[config.mk]
export PLATFORM = sky130hd
export DESIGN_NAME = mux_8_arbiter
export DESIGN_NICKNAME = d
export VERILOG_FILES = /design/src/rtl/mux_8_arbiter.sv
export SDC_FILE = /design/constraint.sdc
export NUM_CORES = 1
export LEC_CHECK = 0
export ABC_AREA = 1
export ABC_CLOCK_PERIOD_IN_PS = 4850
export BUFFER_PORTS_ARGS = -buffer_cell sky130_fd_sc_hd__buf_2
export CAP_MARGIN = 20
export CORE_ASPECT_RATIO = 2
export CORE_MARGIN = 5
export CORE_UTILIZATION = 40
export DETAILED_ROUTE_END_ITERATION = 8
export SETUP_SLACK_MARGIN = 0.1
export SYNTH_ARGS = -nofsm -noshare
export SYNTH_HDL_FRONTEND = slang
export SYNTH_SLANG_ARGS = --single-unit
[constraint.sdc]
create_clock -name clk -period 4.85 [get_ports clk]
set_clock_uncertainty 0.15 [all_clocks]
set_input_delay 0.7275 -clock clk [delete_from_list [all_inputs] [get_ports clk]]
set_output_delay 0.7275 -clock clk [all_outputs]
set_load 0.05 [all_outputs]
[src/rtl/mux_8_arbiter.sv]
// mux_8_arbiter: round-robin arbiter sharing one 8:1 single-bit mux.
// Optional MUX8_ARB_LOCK_EN adds a lock input that extends a tenure.
module mux_8_arbiter #(
    parameter int N        = 8,
    parameter int SEL_W    = $clog2(N),
    parameter int MAX_HOLD = 4
) (
    input  logic             clk,
    input  logic             rst_n,
    input  logic [N-1:0]     req,
    input  logic [N-1:0]     data,
    input  logic             out_ready,
`ifdef MUX8_ARB_LOCK_EN
    input  logic             lock,
`endif
    output logic [N-1:0]     grant,
    output logic [SEL_W-1:0] select,
    output logic             out,
    output logic             out_valid,
    output logic             busy
);

    localparam int HOLD_W = 4;
    localparam logic [HOLD_W-1:0] HOLD_LAST = HOLD_W'(MAX_HOLD - 1);

    typedef enum logic {
        IDLE,
        GRANT
    } state_t;

    state_t            state;
    logic [HOLD_W-1:0] hold;
    logic [SEL_W-1:0]  ptr;

    logic              hold_lock;
    logic              cur_req;
    logic              xfer;
    logic              at_last;
    logic              rel;
    logic [SEL_W-1:0]  sel_inc;
    logic [SEL_W-1:0]  arb_base;
    logic [N-1:0]      arb_mask;
    logic [SEL_W-1:0]  cand;
    logic [SEL_W-1:0]  win_idx;
    logic              win_any;

`ifdef MUX8_ARB_LOCK_EN
    assign hold_lock = lock;
`else
    assign hold_lock = 1'b0;
`endif

    // Shared mux and its valid qualifier.
    assign out       = data[select];
    assign out_valid = (state == GRANT) & cur_req;

    // Tenure bookkeeping: transfer, last-transfer and release detection.
    always_comb begin
        cur_req = req[select];
        xfer    = (state == GRANT) & cur_req & out_ready;
        at_last = (hold == HOLD_LAST);
        rel     = (state == GRANT)
                & (~cur_req | (xfer & at_last & ~hold_lock));
        sel_inc = select + 1'b1;
    end

    // Round-robin search; on release start after the owner and skip it.
    always_comb begin
        arb_base = rel ? sel_inc : ptr;
        arb_mask = rel ? (req & ~grant) : req;
        win_any  = 1'b0;
        win_idx  = '0;
        cand     = '0;
        for (int k = N - 1; k >= 0; k--) begin
            cand = arb_base + SEL_W'(k);
            if (arb_mask[cand]) begin
                win_any = 1'b1;
                win_idx = cand;
            end
        end
    end

    // Grant FSM with registered grant, select, busy, hold count and pointer.
    always_ff @(posedge clk) begin
        if (!rst_n) begin
            state  <= IDLE;
            grant  <= '0;
            select <= '0;
            busy   <= 1'b0;
            hold   <= '0;
            ptr    <= '0;
        end else begin
            unique case (state)
                IDLE: begin
                    if (win_any) begin
                        state  <= GRANT;
                        grant  <= N'(1) << win_idx;
                        select <= win_idx;
                        busy   <= 1'b1;
                        hold   <= '0;
                    end
                end
                GRANT: begin
                    if (rel) begin
                        ptr  <= sel_inc;
                        hold <= '0;
                        if (win_any) begin
                            grant  <= N'(1) << win_idx;
                            select <= win_idx;
                        end else begin
                            state <= IDLE;
                            grant <= '0;
                            busy  <= 1'b0;
                        end
                    end else if (xfer && !at_last) begin
                        hold <= hold + 1'b1;
                    end
                end
                default: begin
                    state <= IDLE;
                    grant <= '0;
                    busy  <= 1'b0;
                end
            endcase
        end
    end

endmodule

# [Word-level counts from Yosys, hierarchy flattened]
# Cells that the tools add are included.
[totals] wordCells=100 out_inout_bits=14 regBits=20 in_bits=19
[op_classes] n_eq_ne=5 n_mux=56 magnitude_cmp=9 bitwise=9 add_sub_neg=9 shifts=1 n_reduce_logical=5
[op_table] cell="$lt 3x4->1 const B" count=9
[op_table] cell="$mux 3" count=11
[op_table] cell="$mux 8" count=4
[op_table] cell="$bmux 1 s3" count=10
[op_table] cell="$mux 1" count=23
[op_table] cell="$pmux 8 s2" count=1
[op_table] cell="$add 3x3->3 const B" count=4
[op_table] cell="$mux 4" count=3
[op_table] cell="$and 8x8->8" count=1
[op_table] cell="$not 8->8" count=1
[op_table] cell="$pmux 4 s2" count=1
[op_table] cell="$shl 1x3->8 const A" count=1
[op_table] cell="$add 3x1->3 const B" count=2
[op_table] cell="$add 3x2->3 const B" count=2
[op_table] cell="$pmux 3 s2" count=1
[op_table] cell="$add 4x1->4 const B" count=1
[op_table] cell="$and 1x1->1" count=4
[op_table] cell="$eq 4x2->1 const B" count=1
[op_table] cell="$ne 2x2->1 const B" count=2
[op_table] cell="$pmux 1 s2" count=2
[op_table] cell="$reduce_and 2->1" count=2
[op_table] cell="$ne 3x1->1 const B" count=1
[op_table] cell="$reduce_and 3->1" count=1
[op_table] cell="$ne 2x1->1 const B" count=1
[op_table] cell="4 further kinds" count=5

# [Depth between registers and ports, before layout]
# Gate-level depths: netlist of run 1.
[logic_depth] ltp_word=23 mapped_depth=29 mapped_depth_nobuf=27

# [Worst setup path after synthesis of run 1]
# Ideal clock, no wire load.
[synth_path] kind="reg2reg" startpoint="register select[0]" endpoint="register grant[7]" t_arrival_ns=3.578 required_ns=4.629 n_path_buf=2 path_slack_ns=1.052 setup_time_ns=0.071 stages_incl_launch_ff=26 synth_period_minus_slack_ns=3.798 path_cell_list="dfxtp_1 buf_6 nand2_1 nand3_1 nand3_2 nand3_4 nand2_4 nand2_2 nand2_4 buf_6 ha_1 inv_1 nand3_1 nand3_2 nand2_1 inv_2 nand2_1 nor3b_1 nand3_1 inv_1 ha_1 nor2_1 inv_1 nor2_1 nand3_1 a21oi_1"
[synth_via] elab_chain_len=23 word_cells_on_any_way=58 cone_classes="add/sub (8); eq/ne (2); shift (1); mux (40); bitwise (6); reduce/logical (1)"
[synth_lines] item="start, declared" line_no="17" source="output logic [SEL_W-1:0] select,"
[synth_lines] item="start signal, assigned" line_no="98" source="select <= win_idx;"
[synth_lines] item="start signal, assigned" line_no="109" source="select <= win_idx;"
[synth_lines] item="$bmux 1 s3" line_no="59" source="cur_req = req[select];"
[synth_lines] item="$mux 1 (implied by the code)" line_no="59"
[synth_lines] item="$and 1x1->1 (2 in series)" line_no="60" source="xfer = (state == GRANT) & cur_req & out_ready;"
[synth_lines] item="$and 1x1->1" line_no="63" source="& (~cur_req | (xfer & at_last & ~hold_lock));"
[synth_lines] item="$or 1x1->1" line_no="63"
[synth_lines] item="$and 1x1->1" line_no="63"
[synth_lines] item="$mux 3 *"
[synth_lines] item="via arb_base[0]" line_no="41" source="logic [SEL_W-1:0] arb_base;"
[synth_lines] item="$add 3x3->3" line_no="75" source="cand = arb_base + SEL_W'(k);"
[synth_lines] item="$bmux 1 s3" line_no="76" source="if (arb_mask[cand]) begin"
[synth_lines] item="$mux 1 (implied by the code)" line_no="76"
[synth_lines] item="$mux 3 (8 in series)" line_no="76"
[synth_lines] item="$shl 1x3->8" line_no="97, 108"
[synth_lines] item="$mux 8" line_no="107" source="if (win_any) begin"
[synth_lines] item="$mux 8" line_no="104" source="if (rel) begin"
[synth_lines] item="$pmux 8 s2" line_no="93" source="unique case (state)"
[synth_lines] item="end signal, assigned" line_no="97" source="grant <= N'(1) << win_idx;"
[synth_lines] item="end signal, assigned" line_no="108" source="grant <= N'(1) << win_idx;"
[synth_lines] item="end, declared" line_no="16" source="output logic [N-1:0] grant,"
# Mark *: on every way through the listed nets, which the timed path passes. The rest lies on a longest branch. The select of a mux whose other input is x is not followed.
# A chain may end at the register's enable or synchronous reset.

# [Worst setup path in the final report of run 1]
[layout_path] startpoint="register select[0]" endpoint="register grant[7]"
[layout_via] elab_chain_len=23 word_cells_on_any_way=58 cone_classes="add/sub (8); eq/ne (2); shift (1); mux (40); bitwise (6); reduce/logical (1)"
[layout_lines] item="$bmux 1 s3" line_no="59"
[layout_lines] item="$mux 1 (implied by the code)" line_no="59"
[layout_lines] item="$and 1x1->1 (2 in series)" line_no="60"
[layout_lines] item="$and 1x1->1" line_no="63"
[layout_lines] item="$or 1x1->1" line_no="63"
[layout_lines] item="$and 1x1->1" line_no="63"
[layout_lines] item="$mux 3"
[layout_lines] item="$add 3x3->3" line_no="75"
[layout_lines] item="$bmux 1 s3" line_no="76"
[layout_lines] item="$mux 1 (implied by the code)" line_no="76"
[layout_lines] item="$mux 3 (8 in series)" line_no="76"
[layout_lines] item="$shl 1x3->8" line_no="97, 108"
[layout_lines] item="$mux 8" line_no="107"
[layout_lines] item="$mux 8" line_no="104"
[layout_lines] item="$pmux 8 s2" line_no="93"
# Parallel ways exist; a longest one is shown, timed or not. The select of a mux whose other input is x is not followed.

==> results of run 1 <==
kinds of logic after synthesis:
| group | Yosys count |
|---|---|
| AND/OR/NAND/NOR | 230 |
| buffers and inverters | 53 |
| AO/OA/AOI/OAI | 38 |
| flip-flops | 20 |
| adder cells (fa/ha/maj) | 4 |
| XOR/XNOR | 2 |
synthesized netlist by cell type, types with 3 or more instances:
cell type  instances
nor3_1             3
nand3_1           47
dfxtp_1           20
nor2_2             4
inv_1             37
nand2_4            5
nor2_1            36
a21oi_1           19
nand2_2           21
nand3_2            7
inv_2              4
buf_6              4
ha_1               4
nand2_1          100
o21ai_0           10
routing by layer:
layer | part of all wire, % | vias up | wire length, µm
met1 | 33 | 1007 | 2160
li1 | - | 1165 | -
met5 | 0 | - | 0
met4 | 8.8 | 0 | 580
met3 | 3.2 | 30 | 209
met2 | 55 | 65 | 3670
area by class of cell:
class,instances,area (µm²)
fill,572,2760
multi-input combinational,274,1430
sequential,20,400
timing repair buffer,35,183
inverter,43,174
tap,58,72.6
clock buffer,3,41.3
clock inverter,1,30.0
sequential cells by signal, summed over array words and instances, names as in the netlist:
signal and flops:
busy 1, grant 8, hold 4, ptr 3, select 3, state 1
through the flow:
stage                     utilization [%]  setup WS (ns)  cells  hold slack, ns
after floorplan                         -           1.05    347           0.294
after global placement               44.3          0.332    430           0.313
after detailed placement             44.3          0.241    430           0.322
after CTS                            45.7          0.473    434           0.342
after global routing                 45.8          0.188    434           0.376
final                                45.8          0.526    434           0.341
worst max path at each step:
stage               startpoint       end  cells past startpoint
floorplan            select[0]  grant[7]                     25
global placement        req[3]  grant[7]                     25
detailed placement      req[3]  grant[7]                     25
CTS                  select[0]  grant[7]                     25
global route         select[0]  grant[4]                     25
finish               select[0]  grant[7]                     25
==> flow_metrics.py, run 1 <==
metrics = {
    "outcome": {
        "status": "completed",
    },
    "floorplan": {
        "initial_core_util_pct": 41.0,
        "die_height_um": 112,
        "core_area_um2": 5090,
        "die_x_um": 61.1,
        "rows": 37,
        "io_pins": 33,
        "die-area_um2": 6860,
    },
    "logic_synthesis": {
        "ys_seq_elements": 20,
        "yosysSeqAreaShare_pct": 19.2,
        "netlist.area_leader.share_pct": 19.2,
        "synthAdderAreaFrac_pct": 2.40,
        "synth_mux_area_share_pct": 0,
        "synth_area_um2": 2090,
        "synth_xor_area_share_pct": 1.20,
        "synth-compound-area-share_pct": 10.8,
        "syn-instance-count": 347,
        "synth_ff_type": "dfxtp_1",
        "synth_top_family_by_area": "simple AND/OR/NAND/NOR gates",
        "synth_edf_count": 0,
        "yosysWarnings": 0,
        "ys_types": 35,
        "synth_top_cell_by_area": "dfxtp_1",
        "syn_avg_cell_area_um2": 6.02,
        "syn_nets": 370,
        "async_reset_ff_share_pct": 0,
        "synth-simple-area-share_pct": 53.9,
        "synthTopCellsByArea": "dfxtp_1 (19%), nand2_1 (18%), nand3_1 (11%)",
    },
    "global_routing": {
        "grt_start_max_net_pins": 18,
        "busiest_layer": "met2",
        "grtUsageMet2_pct": 37.5,
        "grt_usage_pct": 20.5,
        "gr-total-overflow": 0,
        "grtUsageMet1_pct": 18.5,
        "use_met3_pct": 1.96,
        "grt_pass1_wl_mm": 10.4,
        "antenna_found_initial": 0,
        "grt_pass1_vias": 2240,
    },
    "drt": {
        "ant_nets": 0,
        "drtIter0Drc": 65,
        "routed_wl_mm": 6.62,
        "avgRoutedWirePerCell_um": 15.3,
        "via_per_inst": 5.22,
        "routed-via-count": 2267,
        "firstDrtPassIters": 4,
        "post-route-drc-count": 0,
    },
    "sta": {
        "hold_viol": 0,
        "timing.setup.tns_ns": 0,
        "period_share_pct": 89.2,
        "worst_pin_slew_ns": 0.509,
        "drv_slew": 0,
        "rsz0062_at_grt": "no",
        "period_needed_ns": 4.32,
        "max_freq_ghz": 0.231,
        "slew_headroom_pct": 66.0,
        "setup_violations": 0,
    },
    "clock_network": {
        "clk_latency_ns": 0.27,
        "clockBufferDepth": 2,
        "clk_pin_slew_ns": 0.08,
        "cts_buffers": 3,
        "cts_tree": "done",
        "hold_buffers": 0,
        "ctsResizeCount": 0,
        "cts.sinks": 20,
        "cts_setup_buffers": 0,
        "h-tree-depth": 1,
        "root_buffer": "clkbuf_8",
    },
    "final_layout": {
        "areaGrowthSynthToFinish_pct": 11.6,
        "layout.nets": 400,
        "most-common-layout-cells": "nand2_1 (100), nand3_1 (47), inv_1 (37), nor2_1 (35), buf_2 (32)",
        "num_antenna_cells": 0,
        "drive_gt1_share_pct": 23.9,
        "fin_area_um2": 2330,
        "layout.cells.most_common": "nand2_1",
    },
    "min_path": {
        "hold_depth": 1,
        "min_path_type": "flip-flop to flip-flop",
        "min_to": "hold[2]",
        "min_from": "hold[2]",
    },
    "worst_setup_path": {
        "rr_worst_depth": 25,
        "critPathTopFamily": "simple AND/OR/NAND/NOR gates",
        "cp_common_cell": "nand2_1",
        "endpoint_kind": "flip-flop",
        "r2r_end": "grant[7]",
        "r2r_slack_ns": 0.53,
        "crit_arrival_ns": 4.38,
        "rr_startpoint": "select[0]",
        "crit_slowest_cell": "dfxtp_1",
        "crit_path_start_kind": "flip-flop",
        "path_class": "flip-flop to flip-flop",
        "crit_required_ns": 4.90,
        "path_buf_inv": 4,
        "slowest_delay_ns": 0.57,
        "crit_fanout": 15,
    },
    "placed_design": {
        "dp_hpwl_mm": 5.54,
        "postPlaceCellArea_um2": 2260,
        "port_buffers": 32,
        "place_congestion": 0.927,
    },
    "flow_run": {
        "maxCapViolCount": 0,
    },
}
Power of run 1 is not shown: default switching activity piles up to over one toggle a cycle in this logic, so the estimate is an artifact.
==> run 2: changes to the inputs <==
--- a/config.mk
+++ b/config.mk
@@ -5,10 +5,9 @@
 export SDC_FILE = /design/constraint.sdc
 export NUM_CORES = 1
 export LEC_CHECK = 0
-export ABC_AREA = 1
 export ABC_CLOCK_PERIOD_IN_PS = 4850
 export BUFFER_PORTS_ARGS = -buffer_cell sky130_fd_sc_hd__buf_2
-export CAP_MARGIN = 20
+export CAP_MARGIN = 40
 export CORE_ASPECT_RATIO = 2
 export CORE_MARGIN = 5
 export CORE_UTILIZATION = 40
@@ -17,3 +16,4 @@
 export SYNTH_ARGS = -nofsm -noshare
 export SYNTH_HDL_FRONTEND = slang
 export SYNTH_SLANG_ARGS = --single-unit
+export TNS_END_PERCENT = 30
==> flow_metrics.py, run 2 <==
metrics = {
    "floorplan": {
        "die_x_um": 64.9,
        "rows": 40,
        "initial_core_util_pct": 40.5,
        "core_area_um2": 5960,
        "die_height_um": 120,
        "io_pins": 33,
        "die-area_um2": 7770,
    },
    "logic_synthesis": {
        "syn_nets": 319,
        "yosysSeqAreaShare_pct": 16.6,
        "synth_mux_area_share_pct": 14.5,
        "synthAdderAreaFrac_pct": 2.08,
        "synth_ff_type": "dfxtp_1",
        "synth_top_family_by_area": "compound AO/OA/AOI/OAI gates",
        "synthTopCellsByArea": "dfxtp_1 (17%), mux2i_1 (7.1%), nor2_1 (4.8%)",
        "synth_commonest_cells": "nor2_1 (31), dfxtp_1 (20), nand2_1 (19), inv_1 (17), mux2i_1 (17)",
        "synth-compound-area-share_pct": 35.7,
        "syn_avg_cell_area_um2": 8.15,
        "netlist.area_leader.share_pct": 16.6,
        "yosysWarnings": 0,
        "async_reset_ff_share_pct": 0,
        "synth-simple-area-share_pct": 22.9,
        "synth_xor_area_share_pct": 2.49,
        "synth_edf_count": 0,
        "synth_top_cell_by_area": "dfxtp_1",
        "syn-instance-count": 296,
        "ys_types": 74,
        "ys_seq_elements": 20,
        "synth_most_common_cell": "nor2_1",
        "synth_area_um2": 2410,
    },
    "clock_network": {
        "cts_tree": "done",
        "ctsResizeCount": 0,
        "clockBufferDepth": 2,
        "h-tree-depth": 1,
        "cts.sinks": 20,
        "clk_pin_slew_ns": 0.06,
        "cts_setup_buffers": 0,
        "hold_buffers": 0,
        "cts_buffers": 3,
        "clk_latency_ns": 0.25,
        "root_buffer": "clkbuf_16",
    },
    "sta": {
        "hold_viol": 0,
        "hold_slack_ns": 0.360,
        "period_share_pct": 93.9,
        "timing.setup.tns_ns": 0,
        "slew_headroom_pct": 56.7,
        "setup_violations": 0,
        "rsz0062_at_grt": "no",
        "period_needed_ns": 4.55,
        "worst_pin_slew_ns": 0.643,
        "drv_slew": 0,
        "max_freq_ghz": 0.220,
        "worst_slack_ns": 0.297,
    },
    "placed_design": {
        "placed_cells": 398,
        "place_congestion": 1.01,
        "postPlaceCellArea_um2": 2770,
        "dp_hpwl_mm": 7.83,
        "pre_cts_ws_ns": 0.0531,
        "port_buffers": 32,
    },
    "worst_setup_path": {
        "crit_arrival_ns": 4.60,
        "endpoint_kind": "flip-flop",
        "path_class": "primary input to flip-flop",
        "crit_required_ns": 4.90,
        "crit_path_start_kind": "primary input",
        "crit_fanout": 11,
    },
    "final_layout": {
        "layout.nets": 363,
        "areaGrowthSynthToFinish_pct": 18.4,
        "fin_area_um2": 2850,
        "num_antenna_cells": 0,
        "fillers": 611,
        "largest_reg_flops": 8,
        "most-common-layout-cells": "buf_2 (32), nor2_1 (31), buf_4 (21), nand2_1 (19), dfxtp_1 (19)",
        "layout.cells.most_common": "buf_2",
        "top_register": "grant",
        "finalNonFillerCells": 402,
        "drive_gt1_share_pct": 28.3,
        "reg.largest.list": "grant (8), hold (4)",
    },
    "drt": {
        "routed-via-count": 2636,
        "drtIter0Drc": 162,
        "routed_wl_mm": 9.42,
        "firstDrtPassIters": 5,
        "avgRoutedWirePerCell_um": 23.4,
        "ant_nets": 0,
        "post-route-drc-count": 0,
        "via_per_inst": 6.56,
    },
    "outcome": {
        "status": "completed",
    },
    "global_routing": {
        "grt_usage_pct": 24.6,
        "gr-total-overflow": 0,
        "grt_pass1_vias": 2699,
        "grt_pass1_wl_mm": 14.3,
        "antenna_found_initial": 0,
        "grt_start_max_net_pins": 23,
    },
    "flow_run": {
        "maxCapViolCount": 0,
    },
    "power_and_ir_drop": {
        "p_leak_uw": 0.00116,
        "ir_drop_mv": 0.498,
        "power-per-cell-area_nw_per_um2": 891,
    },
    "min_path": {
        "min_path_type": "flip-flop to flip-flop",
    },
}
run 2: changes by cell type in the layout (fill, tap and decap cells not counted), sizes merged, moves of 7 or more:
cell / delta
nor2b: +8
o21ai: +7
buf: +18
a21oi: -12
mux2i: +18
inv: -24
o211ai: +7
nand3: -42
nor2: -8
nand2: -108
a211oi: +7
run 2: cells by family (layout without fill, tap and decap cells):
group / count (synthesis) / count (layout)
compound gates: 104 / 104
xor+xnor: 6 / 6
mux: 28 / 28
simple gates: 101 / 101
flops: 20 / 20
fa+ha+maj: 4 / 4
buf+inv: 33 / 76
run 2: path summary, 6_finish.rpt:
kind,from,end,slack (ns),cells past startpoint
setup / recovery,req[5],grant[6],0.30,16
hold / removal,busy,busy,0.36,2
setup reg to reg,select[2],grant[6],0.49,15
hold reg to reg,busy,busy,0.36,2
run 2: routing by layer:
layer	vias up	GRT usage, %	wire [µm]	share of wire (%)
met3	46	2.06	352	3.7
met4	0	18.5	792	8.4
met1	1246	21.2	2880	31
met2	111	48.9	5390	57
li1	1233	-	-	-
met5	-	0	0	0
run 2: layout make-up:
cell class / count / area, µm² / area share, %
clock buffers: 4 / 88.8 / 3.11
inverters: 19 / 71.3 / 2.50
multi-input cells: 243 / 1900 / 66.4
flip-flops and latches: 20 / 402 / 14.1
well taps: 63 / 78.8 / 2.76
repair buffers: 53 / 318 / 11.1
run 2: where the power goes:
group | total, µW | internal, µW | switching (µW) | leakage, µW
registers | 279 | 211 | 67.9 | 0.000164
logic | 2080 | 814 | 1260 | 0.000949
clock network | 186 | 126 | 60.0 | 0.0000442
total | 2540 | 1150 | 1390 | 0.00116
run 2: worst max-delay path, cell delays in order:
cell,delay (ns)
buf_2,0.13
mux2_4,0.26
or3_4,0.34
and3_4,0.23
a21oi_4,0.20
mux2i_4,0.26
inv_2,0.07
ha_4,0.25
inv_2,0.07
mux4_2,0.58
mux2_4,0.33
o311ai_4,0.09
o21bai_1,0.22
a31oi_1,0.20
a31oi_1,0.38
a32o_1,0.24
run 2: stage by stage:
stage	power, µW	utilization, %
floorplan	1770	-
global placement	2320	46.4
detailed placement	2320	46.4
CTS	2520	47.9
global route	2690	47.9
finish	2540	47.9
(Power assumes the default switching activity.)
